===== src/rtl/shared_inv_mul_gf2.sv =====
// Share-wise GF(2^2) inversion of masked Q followed by two DOM-indep multipliers
// producing the masked halves of the GF(2^4) inverse: Ainv = E*B, Binv = E*A.

module shared_inv_mul_gf2_dom #(
  parameter int PIPELINED = 1,
  parameter int SHARES    = 2,
  parameter int NP        = SHARES*(SHARES-1)/2
) (
  input  logic                    ClkxCI,
  input  logic                    RstxRI,
  input  logic                    enable,
  input  logic [SHARES-1:0][1:0]  xSh,
  input  logic [SHARES-1:0][1:0]  ySh,
  input  logic [NP-1:0][1:0]      zPair,
  output logic [SHARES-1:0][1:0]  cSh
);

  // Normal basis {W^2, W}: bit 1 is the W^2 coefficient, bit 0 the W coefficient.
  function automatic logic [1:0] gfMul(input logic [1:0] a, input logic [1:0] b);
    logic t;
    t = (a[1] ^ a[0]) & (b[1] ^ b[0]);
    return {(a[1] & b[1]) ^ t, (a[0] & b[0]) ^ t};
  endfunction

  function automatic int pairIdx(input int i, input int j);
    return i*SHARES - (i*(i+1))/2 + (j-i-1);
  endfunction

  logic [SHARES-1:0][1:0]             innerD, innerQ;
  logic [SHARES-1:0][SHARES-1:0][1:0] crossD, crossQ;

  always_comb begin
    innerD = '0;
    crossD = '0;
    for (int i = 0; i < SHARES; i++) begin
      innerD[i] = gfMul(xSh[i], ySh[i]);
      for (int j = 0; j < SHARES; j++) begin
        if (i < j)
          crossD[i][j] = gfMul(xSh[i], ySh[j]) ^ zPair[pairIdx(i, j)];
        else if (i > j)
          crossD[i][j] = gfMul(xSh[i], ySh[j]) ^ zPair[pairIdx(j, i)];
      end
    end
  end

  // Each cross term gets its own register so no two domains mix before a flop.
  always_ff @(posedge ClkxCI) begin
    if (RstxRI)      crossQ <= '0;
    else if (enable) crossQ <= crossD;
  end

  generate
    if (PIPELINED != 0) begin : gInnerReg
      always_ff @(posedge ClkxCI) begin
        if (RstxRI)      innerQ <= '0;
        else if (enable) innerQ <= innerD;
      end
    end else begin : gInnerComb
      assign innerQ = innerD;
    end
  endgenerate

  // Diagonal cross entries are constant zero, so folding them in is harmless.
  always_comb begin
    cSh = '0;
    for (int i = 0; i < SHARES; i++) begin
      cSh[i] = innerQ[i];
      for (int j = 0; j < SHARES; j++)
        cSh[i] = cSh[i] ^ crossQ[i][j];
    end
  end

endmodule

module shared_inv_mul_gf2 #(
  parameter int PIPELINED = 1,
  parameter int SHARES    = 2
) (
  input  logic                           ClkxCI,
  input  logic                           RstxRI,
  input  logic                           ValidxSI,
  input  logic [2*SHARES-1:0]            _QxDI,
  input  logic [2*SHARES-1:0]            _AxDI,
  input  logic [2*SHARES-1:0]            _BxDI,
  input  logic [2*SHARES*(SHARES-1)-1:0] _ZxDI,
  output logic [2*SHARES-1:0]            _AinvxDO,
  output logic [2*SHARES-1:0]            _BinvxDO,
  output logic                           ValidxSO
);

  localparam int ZW = SHARES*(SHARES-1);
  localparam int NP = ZW/2;

  logic [SHARES-1:0][1:0]       qSh, eSh;
  logic [1:0][SHARES-1:0][1:0]  ySel, cOut;
  logic [1:0][ZW-1:0]           zSel;
  logic                         vldQ;

  assign qSh = _QxDI;

  // Inversion in GF(2^2) is squaring, a plain bit swap and linear per share.
  always_comb begin
    eSh = '0;
    for (int i = 0; i < SHARES; i++)
      eSh[i] = {qSh[i][0], qSh[i][1]};
  end

  // Index 0 is multiplier A (E*B, low Z half), index 1 multiplier B (E*A).
  assign ySel = {_AxDI, _BxDI};
  assign zSel = _ZxDI;

  generate
    for (genvar m = 0; m < 2; m++) begin : gMul
      shared_inv_mul_gf2_dom #(
        .PIPELINED (PIPELINED),
        .SHARES    (SHARES),
        .NP        (NP)
      ) uMul (
        .ClkxCI (ClkxCI),
        .RstxRI (RstxRI),
        .enable (ValidxSI),
        .xSh    (eSh),
        .ySh    (ySel[m]),
        .zPair  (zSel[m]),
        .cSh    (cOut[m])
      );
    end
  endgenerate

  assign _AinvxDO = cOut[0];
  assign _BinvxDO = cOut[1];

  always_ff @(posedge ClkxCI) begin
    if (RstxRI) vldQ <= 1'b0;
    else        vldQ <= ValidxSI;
  end

  assign ValidxSO = vldQ;

endmodule


===== config.mk =====
export PLATFORM = sky130hd
export DESIGN_NAME = shared_inv_mul_gf2
export DESIGN_NICKNAME = d
export VERILOG_FILES = /design/src/rtl/shared_inv_mul_gf2.sv
export SDC_FILE = /design/constraint.sdc
export NUM_CORES = 1
export LEC_CHECK = 0
export ABC_AREA = 1
export CAP_MARGIN = 40
export CORE_ASPECT_RATIO = 0.75
export CORE_UTILIZATION = 52
export CTS_CLUSTER_DIAMETER = 80
export DETAILED_ROUTE_END_ITERATION = 8
export HOLD_SLACK_MARGIN = 0.03
export PLACE_DENSITY = 0.84
export SLEW_MARGIN = 20
export SYNTH_ARGS = -nofsm -noshare
export SYNTH_HDL_FRONTEND = slang
export SYNTH_SLANG_ARGS = --single-unit

===== constraint.sdc =====
create_clock -name ClkxCI -period 1.9 [get_ports ClkxCI]
set_clock_uncertainty 0.05 [all_clocks]
set_input_delay 0.285 -clock ClkxCI [delete_from_list [all_inputs] [get_ports ClkxCI]]
set_output_delay 0.285 -clock ClkxCI [all_outputs]
set_load 0.005 [all_outputs]

; Word-level counts from Yosys, hierarchy flattened
; Cells that the tools add are included.
[word_totals]
reg_bits = 17
in_bits = 19
output_inout_bits = 9
wordCells = 63
[op_classes]
bitwise = 54
[ops]
columns = cell, n
row1 = $and 1x1->1, 24
row2 = $xor 1x1->1, 22
row3 = $xor 2x2->2, 8

; Longest topological paths before layout
; Gate-level depths: netlist of run 1.
[logic_depth]
depth_word = 4
ltp_mapped = 9

; By module
; A second synthesis of run 1 with hierarchy kept.
[unflattened]
cells_unflattened = 163
hier_area_um2 = 1083.5
[by_module_without_submodules]
columns = module, n_inst, cells_each, area_each_um2, seq_area_each_um2
row1 = shared_inv_mul_gf2_dom, 2, 80, 526.8, 160.2
row2 = shared_inv_mul_gf2, 1, 3, 30.0, 20.0

; Worst setup path before layout of run 1
; OpenSTA, ideal clock, no wires.
[synth_timing]
path_kind = input -> register
from = input port _QxDI[3]
to = register gMul[0].uMul.crossQ[4] in the netlist's numbering
setup_time_ns = 0.113
arrival_ns = 1.041
t_required_ns = 1.737
path_slack_ns = 0.696
cell_stages = 7
n_path_buf = 1
path_cell_list = buf_2 > xor2_2 > nand2_2 > nand2_1 > inv_1 > o21ai_1 > inv_1
[synth_between]
elab_chain_len = 4
elab_cells_between_ends = 5
classes_between = bitwise: 5
[synth_lines]
columns = item, line
row1 = "start, declared", 82  ; input logic [2*SHARES-1:0] _QxDI,
row2 = $xor 1x1->1, 21  ; t = (a[1] ^ a[0]) & (b[1] ^ b[0]);
row3 = $and 1x1->1, 21
row4 = $xor 1x1->1 *, 22  ; return {(a[1] & b[1]) ^ t, (a[0] & b[0]) ^ t};
row5 = $xor 2x2->2 *, 41  ; crossD[i][j] = gfMul(xSh[i], ySh[j]) ^ zPair[pairIdx(j, i)];
row6 = "end signal, assigned", 49  ; else if (enable) crossQ <= crossD;
row7 = "end, declared", 30  ; logic [SHARES-1:0][SHARES-1:0][1:0] crossD, crossQ;
; Every way passes the cells marked *; elsewhere a longest branch is shown, timed or not.
; A chain may end at the register's enable or synchronous reset.

; Final worst setup path of run 1
[layout_timing]
from = register gMul[1].uMul.crossQ[2] in the netlist's numbering
to = output port _BinvxDO[0]
[layout_between]
elab_chain_len = 1
[layout_lines]
columns = item, line
row1 = "start, declared", 30
row2 = "start signal, assigned", 49
row3 = $xor 2x2->2, 69  ; cSh[i] = cSh[i] ^ crossQ[i][j];
row4 = "end, declared", 87  ; output logic [2*SHARES-1:0] _BinvxDO,
; Every way passes these cells.

==> results of run 1 <==
==> area by class of cell <==
type	count	area [um^2]
well taps	24	30.03
clock inverters	1	5.005
clock buffers	3	22.52
multi-input cells	124	654.4
fillers	173	554.3
inverters	22	82.58
repair buffers	32	307.8
flip-flops and latches	17	340.3
==> critical path, stage by stage (launching register included) <==
cell and delay, ns:
dfxtp_1 0.39, xor2_1 0.15, clkdlybuf4s50_1 0.51
==> metrics by stage <==
step	std cells	setup slack [ns]	area [um^2]	util [%]	total power, W
after floorplan	168	0.6960	1100	-	0.0005737
after global placement	219	0.2124	1415	70.86	0.0007056
after detailed placement	219	0.08977	1415	70.86	0.0007199
after CTS	223	0.2096	1443	72.24	0.0009149
after global routing	223	0.1308	1443	72.24	0.0009732
final	223	0.2174	1443	72.24	0.0009170
==> kinds of logic after synthesis <==
group                  count (synthesis)  share of synthesized area, %
AND/OR/NAND/NOR                       73                         27.08
buffers and inverters                 27                         9.556
XOR/XNOR                              25                         20.59
AO/OA/AOI/OAI                         26                         11.83
flip-flops                            17                         30.94
==> state kept, by name, summed over array words and instances, names as in the netlist <==
name and flops:
gMul.uMul.crossQ 8, gMul.uMul.innerQ 8, ValidxSO 1
==> per-layer routing <==
| metal | up-vias | global-route usage (%) | wire, um |
|---|---|---|---|
| met5 | - | 0 | 0 |
| met4 | 0 | 6.500 | 61 |
| met3 | 9 | 6.593 | 177 |
| met2 | 55 | 47.95 | 1353 |
| met1 | 500 | 32.21 | 1188 |
| li1 | 578 | - | - |
==> power by group through the flow <==
stage / clock network (W) / registers [W] / logic [W]
final: 0.000201 / 0.000407 / 0.000309
after global routing: 0.000221 / 0.000411 / 0.000342
after CTS: 0.000202 / 0.000406 / 0.000307
after detailed placement: 0 / 0.000415 / 0.000305
after global placement: 0 / 0.000412 / 0.000294
after floorplan: 0 / 0.000409 / 0.000164
==> final timing paths <==
check | startpoint | endpoint | slack [ns] | cells after the start
hold reg to reg | gMul[0].uMul.crossQ[2] | gMul[0].uMul.crossQ[2] | 0.51 | 2
setup reg to reg | gMul[1].uMul.crossQ[5] | gMul[1].uMul.crossQ[5] | 1.12 | 4
hold / removal | gMul[0].uMul.crossQ[2] | gMul[0].uMul.crossQ[2] | 0.51 | 2
setup / recovery | gMul[1].uMul.crossQ[2] | _BinvxDO[0] | 0.22 | 2
==> cells in the mapped netlist <==
library cell   n  area [um^2]
nand2_1       40        150.1
inv_1         21        78.83
nor2_1        19        71.32
xor2_1        19        166.4
dfxtp_1       17        340.3
a21oi_1        9        45.04
nand3_1        9        45.04
o21ai_0        9        45.04
o21ai_1        8        40.04
xnor2_1        5        43.79
nand2_2        3        18.77
buf_2          2        10.01
clkbuf_1       2        7.510
nand4_1        2        12.51
clkbuf_2       1        5.000
clkinv_1       1        3.750
xor2_2         1        16.27
==> impl_metrics.csv, run 1 <==
group,metric,value,unit
placed_design,io_buffers,27,
clocking,post_cts.repair.setup_buffers,0,
global_routing,first_global_vias,1020,
die,initial_core_util,55.08,%
power_and_ir_drop,power_density,635.6,mW/mm^2
clocking,inserted_clock_buffers,3,
sta,achievable-frequency,0.5943,GHz
route,finalWirelength,2.780,mm
sta,fin_crit,1.683,ns
die,die_x,55.11,um
route,post-route-drc-count,0,
layout,final_nets,219,
clocking,tritoncts_num_sinks,17,
sta,fin_crit_sh,88.56,%
global_routing,antenna_violations_before_repair,0,
sta,setup_viol,0,
global_routing,maximum_number_of_pins_on_one_net_before_global_route_repair,17,
route,dr.pass1.iters,4,
sta,timing.hold.ws,0.5075,ns
global_routing,grt_first_pass_wirelength,4.443,mm
global_routing,grt_overflow,0,
worst_setup_path,worstSetupPathType,"register to output pin",
worst_setup_path,timing.critical_path.to_type,"output pin",
die,dieArea,0.002305,mm^2
placed_design,dp_hpwl,2.242,mm
job,cap_viol_max_count,0,
layout,layout_common_cells,"40 x nand2_1, 27 x clkdlybuf4s50_1, 21 x inv_1",
synthesis,yosys_register_bits,17,
die,fp.coreArea,0.001997,mm^2
synthesis,synthesis.instances,168,
power_and_ir_drop,switching_share,32.13,%
synthesis,syn_area,0.001100,mm^2
placed_design,place_congestion,0.8356,
power_and_ir_drop,clockPowerShare,21.9,%
synthesis,yosysSeqAreaShare,30.94,%
clocking,worst_skew_pair.late_latency,0.29,ns
die,std_cell_rows,14,
route,route.detailed.wl_per_inst,12.47,um
global_routing,grt_util_all_layers,27.27,%
power_and_ir_drop,share_seq_of_total_power,44.3,%
clocking,worst_setup_hold_path_clk_slew,0.11,ns
die,io_pins,28,
status,status,"finished clean",
power_and_ir_drop,leakage,0.7338,nW
route,first_iter_violations,71,
route,detail_route.vias_per_cell,5.121,
clocking,cts_buffer_depth,2,
synthesis,syn_avg_cell_area,6.546,um^2
synthesis,yosysWarnings,0,
layout,drive_above_1_share,6.533,%
worst_setup_path,startpoint_type,"register",
sta,maxSlewViolCount,0,
die,die_height,41.83,um
synthesis,syn_nets,187,
worst_setup_path,worst-endpoint-arrival,1.35,ns
clocking,cts_max_level,1,
sta,count_of_endpoints_failing_hold_in_the_final_timing_report,0,
clocking,cts_root_buffer,"clkbuf_4",
worst_hold_path,hold_path.class,"register to register",
sta,max_slew.worst_pin.slew,0.3338,ns
clocking,post_cts_hold_buffer_count,0,
power_and_ir_drop,p_int,0.0006224,W
layout,area.growth.synth_to_final,31.17,%
worst_setup_path,critical_path_required,1.56,ns
power_and_ir_drop,power.ir.vdd_worst,0.0004229,V
power_and_ir_drop,combinationalPowerShare,33.7,%
layout,mostFrequentLayoutCell,"nand2_1",
clocking,ctsResizeCount,0,
worst_setup_path,timing.critical_path.fanout_max,2,
synthesis,number_of_different_library_cells_in_the_post_synthesis_netlist,17,
power_and_ir_drop,p_sw,0.0002946,W
sta,maxSlewHeadroom,77.68,%
clocking,cts_tree,"yes",
layout,num_antenna_cells,0,
route,routed-via-count,1142,
route,antenna_violating_nets_post_route,0,
sta,grt_setup_unrepaired,"no",
sta,fin_tns_setup,0,ns
No activity file was read; power rests on OpenSTA's default activity.
==> run 2, diff against run 1 <==
--- a/config.mk
+++ b/config.mk
@@ -12,7 +12,7 @@
 export CTS_CLUSTER_DIAMETER = 80
 export DETAILED_ROUTE_END_ITERATION = 8
 export HOLD_SLACK_MARGIN = 0.03
-export PLACE_DENSITY = 0.84
+export PLACE_DENSITY = 0.92
 export SLEW_MARGIN = 20
 export SYNTH_ARGS = -nofsm -noshare
 export SYNTH_HDL_FRONTEND = slang
==> impl_metrics.csv, run 2 (synthesis results as in run 1) <==
group,metric,value,unit
die,die_height,41.83,um
die,fp.coreArea,0.001997,mm^2
route,post-route-drc-count,0,
power_and_ir_drop,leakage,0.7193,nW
clocking,post_cts.repair.setup_buffers,0,
global_routing,maximum_number_of_pins_on_one_net_before_global_route_repair,34,
worst_setup_path,timing.critical_path.fanout_max,2,
layout,mostFrequentLayoutCell,"nand2_1",
power_and_ir_drop,switching_share,31.90,%
route,dr.pass1.iters,4,
layout,layout_common_cells,"40 x nand2_1, 27 x clkdlybuf4s50_1, 21 x inv_1",
worst_setup_path,timing.critical_path.max_delay_family,"buffers and inverters",
global_routing,first_global_vias,1106,
worst_setup_path,critical_path_required,1.56,ns
worst_setup_path,timing.critical_path.to_type,"output pin",
power_and_ir_drop,combinationalPowerShare,33.1,%
worst_setup_path,startpoint_type,"register",
worst_setup_path,worstSetupPathType,"register to output pin",
clocking,worst_skew_pair.late_latency,0.29,ns
worst_setup_path,worst-endpoint-arrival,1.33,ns
global_routing,grt_util_all_layers,26.17,%
route,first_iter_violations,29,
placed_design,dp_slack,0.06784,ns
sta,max_slew.worst_pin.slew,0.3110,ns
placed_design,place_congestion,0.8484,
layout,final_nets,216,
clocking,tritoncts_num_sinks,17,
layout,final.fill_count,187,
sta,fin_tns_setup,0,ns
sta,count_of_endpoints_failing_hold_in_the_final_timing_report,0,
worst_hold_path,hold_path.class,"register to register",
route,detail_route.vias_per_cell,5.214,
sta,timing.hold.ws,0.5044,ns
worst_setup_path,largest_stage_delay_worst_path,0.51,ns
worst_setup_path,cp_num_buf_inv,1,
die,io_pins,28,
clocking,cts_tree,"yes",
die,die_x,55.11,um
layout,drive_above_1_share,5.102,%
placed_design,dp_hpwl,2.066,mm
clocking,worst_setup_hold_path_clk_slew,0.11,ns
die,initial_core_util,55.08,%
power_and_ir_drop,power.ir.vdd_worst,0.0004554,V
worst_setup_path,cell_chain_of_the_critical_path,"xor2_1, clkdlybuf4s50_1",
clocking,ctsResizeCount,0,
power_and_ir_drop,p_int,0.0006184,W
worst_setup_path,timing.critical_path.slowest_stage_cell,"clkdlybuf4s50_1",
status,status,"finished clean",
global_routing,antenna_violations_before_repair,0,
clocking,post_cts_hold_buffer_count,0,
die,dieArea,0.002305,mm^2
global_routing,grt_first_pass_wirelength,4.429,mm
clocking,inserted_clock_buffers,3,
clocking,cts_root_buffer,"clkbuf_4",
sta,maxSlewHeadroom,79.20,%
sta,grt_setup_unrepaired,"no",
route,antenna_violating_nets_post_route,0,
power_and_ir_drop,p_sw,0.0002896,W
route,routed-via-count,1147,
layout,area.growth.synth_to_final,29.12,%
route,route.detailed.wl_per_inst,12.00,um
layout,num_antenna_cells,0,
sta,setup_ws,0.2311,ns
power_and_ir_drop,share_seq_of_total_power,44.7,%
sta,fin_crit,1.669,ns
sta,fin_crit_sh,87.84,%
clocking,cts_buffer_depth,2,
power_and_ir_drop,clockPowerShare,22.2,%
clocking,cts_max_level,1,
sta,setup_viol,0,
die,std_cell_rows,14,
sta,achievable-frequency,0.5992,GHz
placed_design,io_buffers,27,
route,finalWirelength,2.639,mm
global_routing,grt_overflow,0,
sta,maxSlewViolCount,0,
job,cap_viol_max_count,0,
power_and_ir_drop,power_density,639.4,mW/mm^2
==> run 2: path summary, 6_finish.rpt <==
| check | from | end | slack [ns] | depth (start not counted) |
|---|---|---|---|---|
| max | gMul[1].uMul.crossQ[5] | _BinvxDO[3] | 0.23 | 2 |
| min | gMul[0].uMul.crossQ[2] | gMul[0].uMul.crossQ[2] | 0.50 | 2 |
| max reg2reg | gMul[1].uMul.crossQ[5] | gMul[1].uMul.crossQ[5] | 1.14 | 4 |
| min reg2reg | gMul[0].uMul.crossQ[2] | gMul[0].uMul.crossQ[2] | 0.50 | 2 |
==> run 2: worst reg2reg max path, stage by stage, from the launching register on <==
cell     delay (ns)
dfxtp_1        0.38
nor2_1         0.06
nor2_1         0.10
o21ai_1        0.07
inv_1          0.06
==> run 2: area by class of cell <==
class                   instances  area [um^2]  share of cell area (%)
clock inverters                 1        5.005                  0.3524
well taps                      24        30.03                   2.115
clock buffers                   3        22.52                   1.586
repair buffers                 29        285.3                   20.09
inverters                      22        82.58                   5.815
flip-flops and latches         17        340.3                   23.96
multi-input cells             124        654.4                   46.08
==> run 2: through the flow <==
step / cells / util (%) / cell area (um^2) / power (W)
2_1_floorplan: 168 / - / 1100 / 0.0005737
3_5_place_dp: 216 / 69.74 / 1393 / 0.0007123
6_report: 220 / 71.12 / 1420 / 0.0009080
5_1_grt: 220 / 71.12 / 1420 / 0.0009692
4_1_cts: 220 / 71.12 / 1420 / 0.0009118
3_3_place_gp: 216 / 69.74 / 1393 / 0.0006964
==> run 2: power groups by stage <==
stage,clock [W],combinational [W],sequential [W]
after floorplan,0,0.000164,0.000409
after global placement,0,0.000285,0.000411
after detailed placement,0,0.000298,0.000414
after CTS,0.000206,0.000300,0.000406
after global routing,0.000224,0.000336,0.000409
final,0.000201,0.000301,0.000406
==> run 2: per-layer routing <==
layer,wire [um],global-route usage (%),up-vias
met2,1279,46.02,54
li1,-,-,573
met3,186,5.861,8
met5,0,0,-
met4,50,8.500,0
met1,1124,30.23,512
